## config.mk

```make
export PLATFORM = sky130hd
export DESIGN_NAME = redis_cache_obi_ctrl
export DESIGN_NICKNAME = d
export VERILOG_FILES = /design/src/rtl/redis_cache_obi_ctrl.sv
export SDC_FILE = /design/constraint.sdc
export NUM_CORES = 1
export LEC_CHECK = 0
export ABC_AREA = 1
export CELL_PAD_IN_SITES_DETAIL_PLACEMENT = 1
export CELL_PAD_IN_SITES_GLOBAL_PLACEMENT = 2
export CORE_AREA = 5 5 184 186
export CTS_CLUSTER_DIAMETER = 100
export DETAILED_ROUTE_END_ITERATION = 8
export DIE_AREA = 0 0 189 191
export PLACE_DENSITY_LB_ADDON = 0.1
export SETUP_SLACK_MARGIN = 0.2
export SYNTH_ARGS = -nofsm -noshare
export SYNTH_HDL_FRONTEND = slang
export SYNTH_SLANG_ARGS = --single-unit
```

## constraint.sdc

```tcl
create_clock -name clk_i -period 1.2 [get_ports clk_i]
set_clock_uncertainty 0.1 [all_clocks]
set_input_delay 0.24 -clock clk_i [delete_from_list [all_inputs] [get_ports clk_i]]
set_output_delay 0.24 -clock clk_i [all_outputs]
set_load 0.05 [all_outputs]
```

## src/rtl/redis_cache_obi_ctrl.sv

```systemverilog
// OBI subordinate register front-end for the RedisCache core: KEY/VALUE/CMD/STATUS/RESULT
// registers and a single valid/ready command channel. Optional CTRL/irq via REDIS_CTRL_IRQ_EN.
module redis_cache_obi_ctrl #(
    parameter int unsigned IdWidth  = 1,
    parameter int unsigned KeyWidth = 32,
    parameter int unsigned ValWidth = 32
) (
    input  logic                clk_i,
    input  logic                rst_i,
    input  logic                obi_req_i,
    output logic                obi_gnt_o,
    input  logic [31:0]         obi_addr_i,
    input  logic                obi_we_i,
    input  logic [3:0]          obi_be_i,
    input  logic [31:0]         obi_wdata_i,
    input  logic [IdWidth-1:0]  obi_aid_i,
    output logic                obi_rvalid_o,
    output logic [31:0]         obi_rdata_o,
    output logic                obi_err_o,
    output logic [IdWidth-1:0]  obi_rid_o,
    output logic                core_cmd_valid_o,
    input  logic                core_cmd_ready_i,
    output logic [1:0]          core_cmd_op_o,
    output logic [KeyWidth-1:0] core_cmd_key_o,
    output logic [ValWidth-1:0] core_cmd_value_o,
    input  logic                core_rsp_valid_i,
    input  logic                core_rsp_hit_i,
    input  logic [ValWidth-1:0] core_rsp_value_i,
    output logic                irq_o
);

    typedef enum logic [1:0] {
        ST_IDLE  = 2'd0,
        ST_ISSUE = 2'd1,
        ST_WAIT  = 2'd2
    } state_e;

    localparam logic [2:0] OFF_KEY    = 3'd0;
    localparam logic [2:0] OFF_VALUE  = 3'd1;
    localparam logic [2:0] OFF_CMD    = 3'd2;
    localparam logic [2:0] OFF_STATUS = 3'd3;
    localparam logic [2:0] OFF_RESULT = 3'd4;
    localparam logic [2:0] OFF_CTRL   = 3'd5;
    localparam logic [1:0] OP_GET     = 2'd1;

    function automatic logic [31:0] be_merge(input logic [31:0] old_v,
                                             input logic [31:0] new_v,
                                             input logic [3:0]  be);
        logic [31:0] res;
        res = old_v;
        for (int b = 0; b < 4; b++) begin
            if (be[b]) begin
                res[b*8 +: 8] = new_v[b*8 +: 8];
            end else begin
                res[b*8 +: 8] = old_v[b*8 +: 8];
            end
        end
        return res;
    endfunction

    state_e                state_r;
    state_e                state_s;
    logic [KeyWidth-1:0]   key_r;
    logic [ValWidth-1:0]   val_r;
    logic [1:0]            cmd_op_r;
    logic [KeyWidth-1:0]   cmd_key_r;
    logic [ValWidth-1:0]   cmd_val_r;
    logic                  cmd_valid_r;
    logic                  hit_r;
    logic                  done_r;
    logic [ValWidth-1:0]   result_r;
    logic                  rvalid_r;
    logic [31:0]           rdata_r;
    logic                  err_r;
    logic [IdWidth-1:0]    rid_r;

    logic [2:0]            addr_idx_s;
    logic                  busy_s;
    logic                  rsp_done_s;
    logic [31:0]           rsp_rdata_s;
    logic                  rsp_err_s;
    logic                  key_we_s;
    logic                  val_we_s;
    logic                  cmd_start_s;
    logic                  status_rd_s;
    logic                  ctrl_we_s;
    logic [31:0]           key_merged_s;
    logic [31:0]           val_merged_s;
    logic                  unused_addr_s;

    assign addr_idx_s    = obi_addr_i[4:2];
    assign busy_s        = (state_r != ST_IDLE);
    assign rsp_done_s    = (state_r == ST_WAIT) && core_rsp_valid_i;
    assign key_merged_s  = be_merge(32'(key_r), obi_wdata_i, obi_be_i);
    assign val_merged_s  = be_merge(32'(val_r), obi_wdata_i, obi_be_i);
    assign unused_addr_s = ^{obi_addr_i[31:5], obi_addr_i[1:0]};

    assign obi_gnt_o        = obi_req_i;
    assign obi_rvalid_o     = rvalid_r;
    assign obi_rdata_o      = rdata_r;
    assign obi_err_o        = err_r;
    assign obi_rid_o        = rid_r;
    assign core_cmd_valid_o = cmd_valid_r;
    assign core_cmd_op_o    = cmd_op_r;
    assign core_cmd_key_o   = cmd_key_r;
    assign core_cmd_value_o = cmd_val_r;

`ifdef REDIS_CTRL_IRQ_EN
    logic ie_r;
    logic irq_r;

    // Interrupt enable register and registered completion interrupt
    always_ff @(posedge clk_i) begin
        if (rst_i) begin
            ie_r  <= 1'b0;
            irq_r <= 1'b0;
        end else begin
            if (ctrl_we_s && obi_be_i[0]) begin
                ie_r <= obi_wdata_i[0];
            end else begin
                ie_r <= ie_r;
            end
            irq_r <= done_r & ie_r;
        end
    end

    assign irq_o = irq_r;
`else
    assign irq_o = 1'b0;
`endif

    // Address decode: read data, access errors and per-register write strobes
    always_comb begin
        rsp_rdata_s = 32'd0;
        rsp_err_s   = 1'b0;
        key_we_s    = 1'b0;
        val_we_s    = 1'b0;
        cmd_start_s = 1'b0;
        status_rd_s = 1'b0;
        ctrl_we_s   = 1'b0;
        case (addr_idx_s)
            OFF_KEY: begin
                if (obi_we_i) begin
                    rsp_err_s = busy_s;
                    key_we_s  = obi_req_i && !busy_s;
                end else begin
                    rsp_rdata_s = 32'(key_r);
                end
            end
            OFF_VALUE: begin
                if (obi_we_i) begin
                    rsp_err_s = busy_s;
                    val_we_s  = obi_req_i && !busy_s;
                end else begin
                    rsp_rdata_s = 32'(val_r);
                end
            end
            OFF_CMD: begin
                if (obi_we_i) begin
                    // op=0 is not a command; a busy controller refuses new ones
                    rsp_err_s   = busy_s || (obi_wdata_i[1:0] == 2'd0);
                    cmd_start_s = obi_req_i && !busy_s && (obi_wdata_i[1:0] != 2'd0);
                end else begin
                    rsp_rdata_s = {30'd0, cmd_op_r};
                end
            end
            OFF_STATUS: begin
                if (obi_we_i) begin
                    rsp_err_s = 1'b1;
                end else begin
                    rsp_rdata_s = {29'd0, done_r, hit_r, busy_s};
                    status_rd_s = obi_req_i;
                end
            end
            OFF_RESULT: begin
                if (obi_we_i) begin
                    rsp_err_s = 1'b1;
                end else begin
                    rsp_rdata_s = 32'(result_r);
                end
            end
            OFF_CTRL: begin
`ifdef REDIS_CTRL_IRQ_EN
                if (obi_we_i) begin
                    ctrl_we_s = obi_req_i;
                end else begin
                    rsp_rdata_s = {31'd0, ie_r};
                end
`else
                rsp_err_s = 1'b1;
`endif
            end
            default: begin
                rsp_err_s = 1'b1;
            end
        endcase
    end

    // Next-state logic for the command FSM
    always_comb begin
        state_s = state_r;
        case (state_r)
            ST_IDLE: begin
                if (cmd_start_s) begin
                    state_s = ST_ISSUE;
                end else begin
                    state_s = ST_IDLE;
                end
            end
            ST_ISSUE: begin
                if (core_cmd_ready_i) begin
                    state_s = ST_WAIT;
                end else begin
                    state_s = ST_ISSUE;
                end
            end
            ST_WAIT: begin
                if (core_rsp_valid_i) begin
                    state_s = ST_IDLE;
                end else begin
                    state_s = ST_WAIT;
                end
            end
            default: begin
                state_s = ST_IDLE;
            end
        endcase
    end

    // FSM state register
    always_ff @(posedge clk_i) begin
        if (rst_i) begin
            state_r <= ST_IDLE;
        end else begin
            state_r <= state_s;
        end
    end

    // Registered OBI response, one cycle after each granted request
    always_ff @(posedge clk_i) begin
        if (rst_i) begin
            rvalid_r <= 1'b0;
            rdata_r  <= 32'd0;
            err_r    <= 1'b0;
            rid_r    <= '0;
        end else if (obi_req_i) begin
            rvalid_r <= 1'b1;
            rdata_r  <= rsp_rdata_s;
            err_r    <= rsp_err_s;
            rid_r    <= obi_aid_i;
        end else begin
            rvalid_r <= 1'b0;
            rdata_r  <= 32'd0;
            err_r    <= 1'b0;
            rid_r    <= rid_r;
        end
    end

    // Software-visible KEY/VALUE registers
    always_ff @(posedge clk_i) begin
        if (rst_i) begin
            key_r <= '0;
            val_r <= '0;
        end else begin
            if (key_we_s) begin
                key_r <= key_merged_s[KeyWidth-1:0];
            end else begin
                key_r <= key_r;
            end
            if (val_we_s) begin
                val_r <= val_merged_s[ValWidth-1:0];
            end else begin
                val_r <= val_r;
            end
        end
    end

    // Command snapshot, valid strobe and response capture
    always_ff @(posedge clk_i) begin
        if (rst_i) begin
            cmd_op_r    <= 2'd0;
            cmd_key_r   <= '0;
            cmd_val_r   <= '0;
            cmd_valid_r <= 1'b0;
            hit_r       <= 1'b0;
            done_r      <= 1'b0;
            result_r    <= '0;
        end else begin
            if (cmd_start_s) begin
                cmd_op_r  <= obi_wdata_i[1:0];
                cmd_key_r <= key_r;
                cmd_val_r <= val_r;
            end else begin
                cmd_op_r  <= cmd_op_r;
                cmd_key_r <= cmd_key_r;
                cmd_val_r <= cmd_val_r;
            end
            cmd_valid_r <= (state_s == ST_ISSUE);
            // A completing response wins over a same-cycle STATUS read clear
            if (rsp_done_s) begin
                done_r <= 1'b1;
                hit_r  <= core_rsp_hit_i;
            end else if (cmd_start_s || status_rd_s) begin
                done_r <= 1'b0;
                hit_r  <= hit_r;
            end else begin
                done_r <= done_r;
                hit_r  <= hit_r;
            end
            if (rsp_done_s && (cmd_op_r == OP_GET)) begin
                result_r <= core_rsp_value_i;
            end else begin
                result_r <= result_r;
            end
        end
    end

endmodule

```

; ---- After elaboration in Yosys (flattened, before gate mapping)
; Index checks and enable logic that the tools add are counted.
[word_totals]
wordCells = 77
input_bits = 108
reg_bits = 202
output_inout_bits = 104
[classes]
mux = 24
bitwise = 1
n_eq_ne = 8
n_reduce_logical = 24
[op_table]
columns = cell, count
row1 = 32-bit one-hot mux with 5 select lines, 1
row2 = 32-bit 2-to-1 mux, 3
row3 = 2-bit AND reduction, 8
row4 = 1-bit 2-to-1 mux, 14
row5 = 2-bit by 1-bit equality test with 1-bit output (second input constant), 3
row6 = 3-bit by 2-bit equality test with 1-bit output (second input constant), 2
row7 = 2-bit 2-to-1 mux, 3
row8 = 2-bit one-hot mux with 3 select lines, 1
row9 = 2-bit nonzero test, 3
row10 = 2-bit OR reduction, 3
row11 = 1-bit logical AND, 4
row12 = 2-bit logical NOT, 2
row13 = 3-bit by 1-bit equality test with 1-bit output (second input constant), 1
row14 = 3-bit equality test (second input constant), 1
row15 = 3-bit logical NOT, 1
row16 = 3-bit 2-to-1 mux, 1
row17 = 1-bit one-hot mux with 3 select lines, 1
row18 = 2-bit equality test (second input constant), 1
row19 = 1-bit logical OR, 2
row20 = 1-bit logical NOT, 1
row21 = 1-bit NOT, 1

; ---- Longest topological paths before layout
[logic_depth]
word_depth = 9
mapped_depth = 9
depth_no_buf = 8

; ---- Worst setup path after synthesis
; Ideal clock, no wire load.
[synth_timing]
path_kind = reg-to-reg
startpoint = register cmd_op_r[0] (netlist: core_cmd_op_o[0])
endpoint = register result_r[25]
t_required_ns = 0.984
setup_slack_ns = -0.404
path_stages_with_launch = 8
path_buffers = 2
arrival_ns = 1.388
setup_time_ns = 0.116
synth_period_minus_slack_ns = 1.604
path_cell_list = dfxtp_1 > inv_1 > nor2_1 > nand2_1 > buf_2 > buf_2 > o21ai_0 > nor2_1
[synth_between]
elab_chain_cells = 2
[synth_lines]
columns = item, line_no
row1 = "start, declared", 65  ; logic [1:0] cmd_op_r;
row2 = "start signal, assigned", 290  ; cmd_op_r <= obi_wdata_i[1:0];
row3 = "start signal, assigned", 294  ; cmd_op_r <= cmd_op_r;
row4 = 2-bit by 1-bit equality test with 1-bit output, 310  ; if (rsp_done_s && (cmd_op_r == OP_GET)) begin
row5 = 1-bit logical AND, 310
row6 = "end signal, assigned", 311  ; result_r <= core_rsp_value_i;
row7 = "end signal, assigned", 313  ; result_r <= result_r;
row8 = "end, declared", 71  ; logic [ValWidth-1:0] result_r;
; Every way passes these cells.
; A chain may end at the register's enable or synchronous reset.

; ---- Final worst setup path
[layout_timing]
startpoint = register state_r[0]
endpoint = register cmd_val_r[10] (netlist: core_cmd_value_o[10])
[layout_between]
elab_chain_cells = 6
[layout_lines]
columns = item, line_no
row1 = "start, declared", 61  ; state_e state_r;
row2 = "start signal, assigned", 235  ; state_r <= state_s;
row3 = 2-bit nonzero test, 92  ; assign busy_s = (state_r != ST_IDLE);
row4 = 1-bit logical NOT, 162  ; cmd_start_s = obi_req_i && !busy_s && (obi_wdata_i[1:0] != 2'd0);
row5 = 1-bit logical AND (2 in series), 162
row6 = 1-bit 2-to-1 mux, 159  ; if (obi_we_i) begin
row7 = 1-bit 2-to-1 mux, 141  ; case (addr_idx_s)
row8 = "end signal, assigned", 292  ; cmd_val_r <= val_r;
row9 = "end signal, assigned", 296  ; cmd_val_r <= cmd_val_r;
row10 = "end, declared", 67  ; logic [ValWidth-1:0] cmd_val_r;
; Every way passes these cells.

==> qor.csv <==
stage,metric,value,unit
status,status,"complete, but fails checks",
status,violations,setup timing,
sta,fmax,645,MHz
finish,diodes,0,
floorplan,die_w,189,um
floorplan,io_pins,212,
floorplan,die_area,36100,um2
global_route,antenna_found_initial,1,
pwr,powerDensity,1140,nW/um2
pwr,sw_frac_of_total,24.6,%
floorplan,dieHeight,191,um
pwr,power_leakage,5.82,nW
sta,final-hold-violation-count,0,
synth,synth_edf_count,0,
clock_network,numClockSinks,202,
placed_design,dp_hpwl,20800,um
placed_design,place_congestion,0.747,
critical_path,cp.arrival,1900,ps
critical_path,cp_top_family,buffers and inverters,
sta,holdWs,82.9,ps
clock_network,cts_max_level,1,
synth,yosysTopAreaCell,dfxtp_1,
hold_path,hp-class,in -> reg,
floorplan,core_area,32100,um2
critical_path,cp-start-kind,flip-flop,
critical_path,critPathRequiredTime,1550,ps
clock_network,tritoncts,done,
synth,synth_top_area_share,53.2,%
synth,yosysMostFrequentCell,nor2_1,
sta,setup_viol_count_final,268,
global_route,grt_pass1_vias,8045,
drt,vias_per_cell,4.48,
finish,final_nets,1390,
global_route,grt_pass1_wl,47300,um
floorplan,row_count,66,
sta,finalCriticalPeriod,1550,ps
synth,synth_flop_cell,dfxtp_1,
critical_path,r2r_start,state_r[0],
synth,ys_seq_elements,202,
synth,ys_seq_area_share,53.2,%
pwr,clock_power_share,46.7,%
sta,report.final.slew_viol_count,0,
clock_network,clockBufferDepth,3,
critical_path,crit_start,state_r[0],
clock_network,cts_buffers,26,
pwr,p_switching,3.91,mW
pwr,power,15.9,mW
drt,num_vias,7650,
pwr,ir_worst_vdd,1030,uV
drt,ant_nets,0,
clock_network,cts_root_buf,clkbuf_16,
synth,syn_nets,1124,
critical_path,end_kind,flip-flop,
critical_path,slowest_delay,330,ps
critical_path,worstSetupPathType,reg -> reg,
synth,yosys_warnings,0,
clock_network,clk_latency,520,ps
pwr,p_seq_share,43.0,%
synth,synth_cell_types,24,
critical_path,timing.critical_path.mode_cell,buf_12,
sta,rsz0062_at_grt,true,
sta,finalCritPeriodShare,129,%
synth,synthTopCellsByArea,"dfxtp_1 (53%), nor2_1 (13%), nand2_1 (8.0%)",
synth,synth_cells,1016,
floorplan,start_util,23.7,%
synth,async_reset_ff_share,0,%
drt,drt-total-wl,32200,um
finish,drive_gt1_share,41.5,%
critical_path,worst-path-max-fanout,6,
critical_path,slowest_stage,dfxtp_2,
drt,drc,0,
drt,wl_per_cell,18.9,um
critical_path,path_cells,inv_2 > nand2_4 > nor2_8 > buf_12 > nand2_8 > inv_16 > buf_12 > clkbuf_16 > nor2_2 > nor2_1,
synth,avgSynthCellArea,7.48,um2
placed_design,io_buffers,181,
global_route,grt_overflow,0,
synth,synth_common_cells,"nor2_1 (258), dfxtp_1 (202), nand2_1 (162)",
drt,drt_iter0_drc,256,
global_route,grt_max_degree,45,
pwr,power_frac_comb,10.2,%
hold_path,hold_start,obi_req_i,
clock_network,clkTransAtPathRegs,60,ps
drt,firstDrtPassIters,5,
sta,setup_slack,-350,ps
critical_path,cp_num_buf_inv,5,
synth,synth_area,7600,um2
global_route,grt_use_total,16.7,%
pwr,intPower,12.0,mW
run,maxCapViolations,0,
finish,area_delta_synth_final,83.5,%
==> worst min-delay path: stages <==
cell,delay (ps)
buf_4,120
buf_6,110
o21ai_0,70
a21oi_1,110
==> power groups by stage <==
| stage | combinational, mW | clock (mW) | sequential [mW] |
|---|---|---|---|
| floorplan | 0.439 | 0 | 7.11 |
| global placement | 1.36 | 0 | 6.99 |
| detailed placement | 1.37 | 0 | 6.99 |
| CTS | 1.54 | 7.67 | 6.84 |
| global route | 1.73 | 7.98 | 6.83 |
| finish | 1.62 | 7.41 | 6.83 |
==> state kept, by name, indices dropped and copies added, names as in the netlist <==
name	cells
core_cmd_op_o	2
obi_rid_o	1
core_cmd_key_o	32
result_r	32
val_r	32
core_cmd_value_o	32
core_cmd_valid_o	1
obi_err_o	1
obi_rdata_o	32
key_r	32
done_r	1
hit_r	1
state_r	2
obi_rvalid_o	1
==> cell usage in the layout, fill, tap and decap left out, types with 5 or more instances in the layout <==
cell,netlist,layout
buf_6,0,23
dfxtp_2,0,87
buf_16,0,8
buf_12,0,122
nor2_1,258,231
nor2_2,1,20
nand3_1,64,48
a21oi_1,46,42
inv_4,1,5
o21ai_0,100,13
o21ai_2,0,61
nand3_2,2,16
buf_4,12,51
dfxtp_4,0,17
clkbuf_16,0,35
nand2_4,1,21
clkbuf_1,23,12
dfxtp_1,202,98
clkdlybuf4s50_1,0,72
nand2_1,162,132
nor2_4,5,13
o21ai_1,43,66
inv_1,54,39
inv_2,7,11
buf_8,0,5
nand2_2,2,9
clkbuf_8,0,5
==> what timing repair did <==
| action | CTS | global route |
|---|---|---|
| endpoints found under the hold margin | 1 | 0 |
| pin swaps | 49 | 55 |
| buffers inserted | 13 | 9 |
| resized for setup | 265 | 153 |
| hold buffers | 1 | 0 |
| gates cloned | 7 | 9 |
| endpoints found under the setup margin | 302 | 294 |
==> final timing paths <==
check | endpoint | slack (ps) | cells after the start
worst min-delay path | obi_rid_o | 80 | 4
worst min register to register | result_r[26] | 350 | 2
worst max-delay path | core_cmd_value_o[10] | -350 | 10
worst max register to register | core_cmd_value_o[10] | -350 | 10
==> cell type report <==
class	count	area [um2]
Clock buffer	44	790
Tap cell	408	510
Clock inverter	2	10.0
Multi-Input combinational cell	695	3770
Sequential cell	202	4220
Fill cell	3585	18200
Timing Repair Buffer	294	4340
Inverter	63	322
==> per-stage QoR <==
stage	cells	util [%]	cell area, um2	worst slack, ps	TNS, ps
5_1_grt	1708	43.4	14000	-432	-80540
4_1_cts	1690	41.1	13200	-317	-62360
3_3_place_gp	1623	35.9	11500	-907	-142440
2_1_floorplan	1016	-	7860	-96.2	-10230
3_5_place_dp	1623	35.9	11500	-928	-148110
6_report	1708	43.4	14000	-350	-60560
==> cells by family after synthesis <==
family	share of synthesized area [%]
and+or+nand+nor	27.0
DFF	53.2
other	0.0493
AOI/OAI and AO/OA	12.7
buffers and inverters	6.98
==> per-layer routing <==
layer	global-route usage [%]	part of all wire, %
met1	23.0	47
met2	28.0	47
met3	3.05	4.1
met4	2.75	1.2
met5	0	0.040
(Power assumes the default switching activity.)
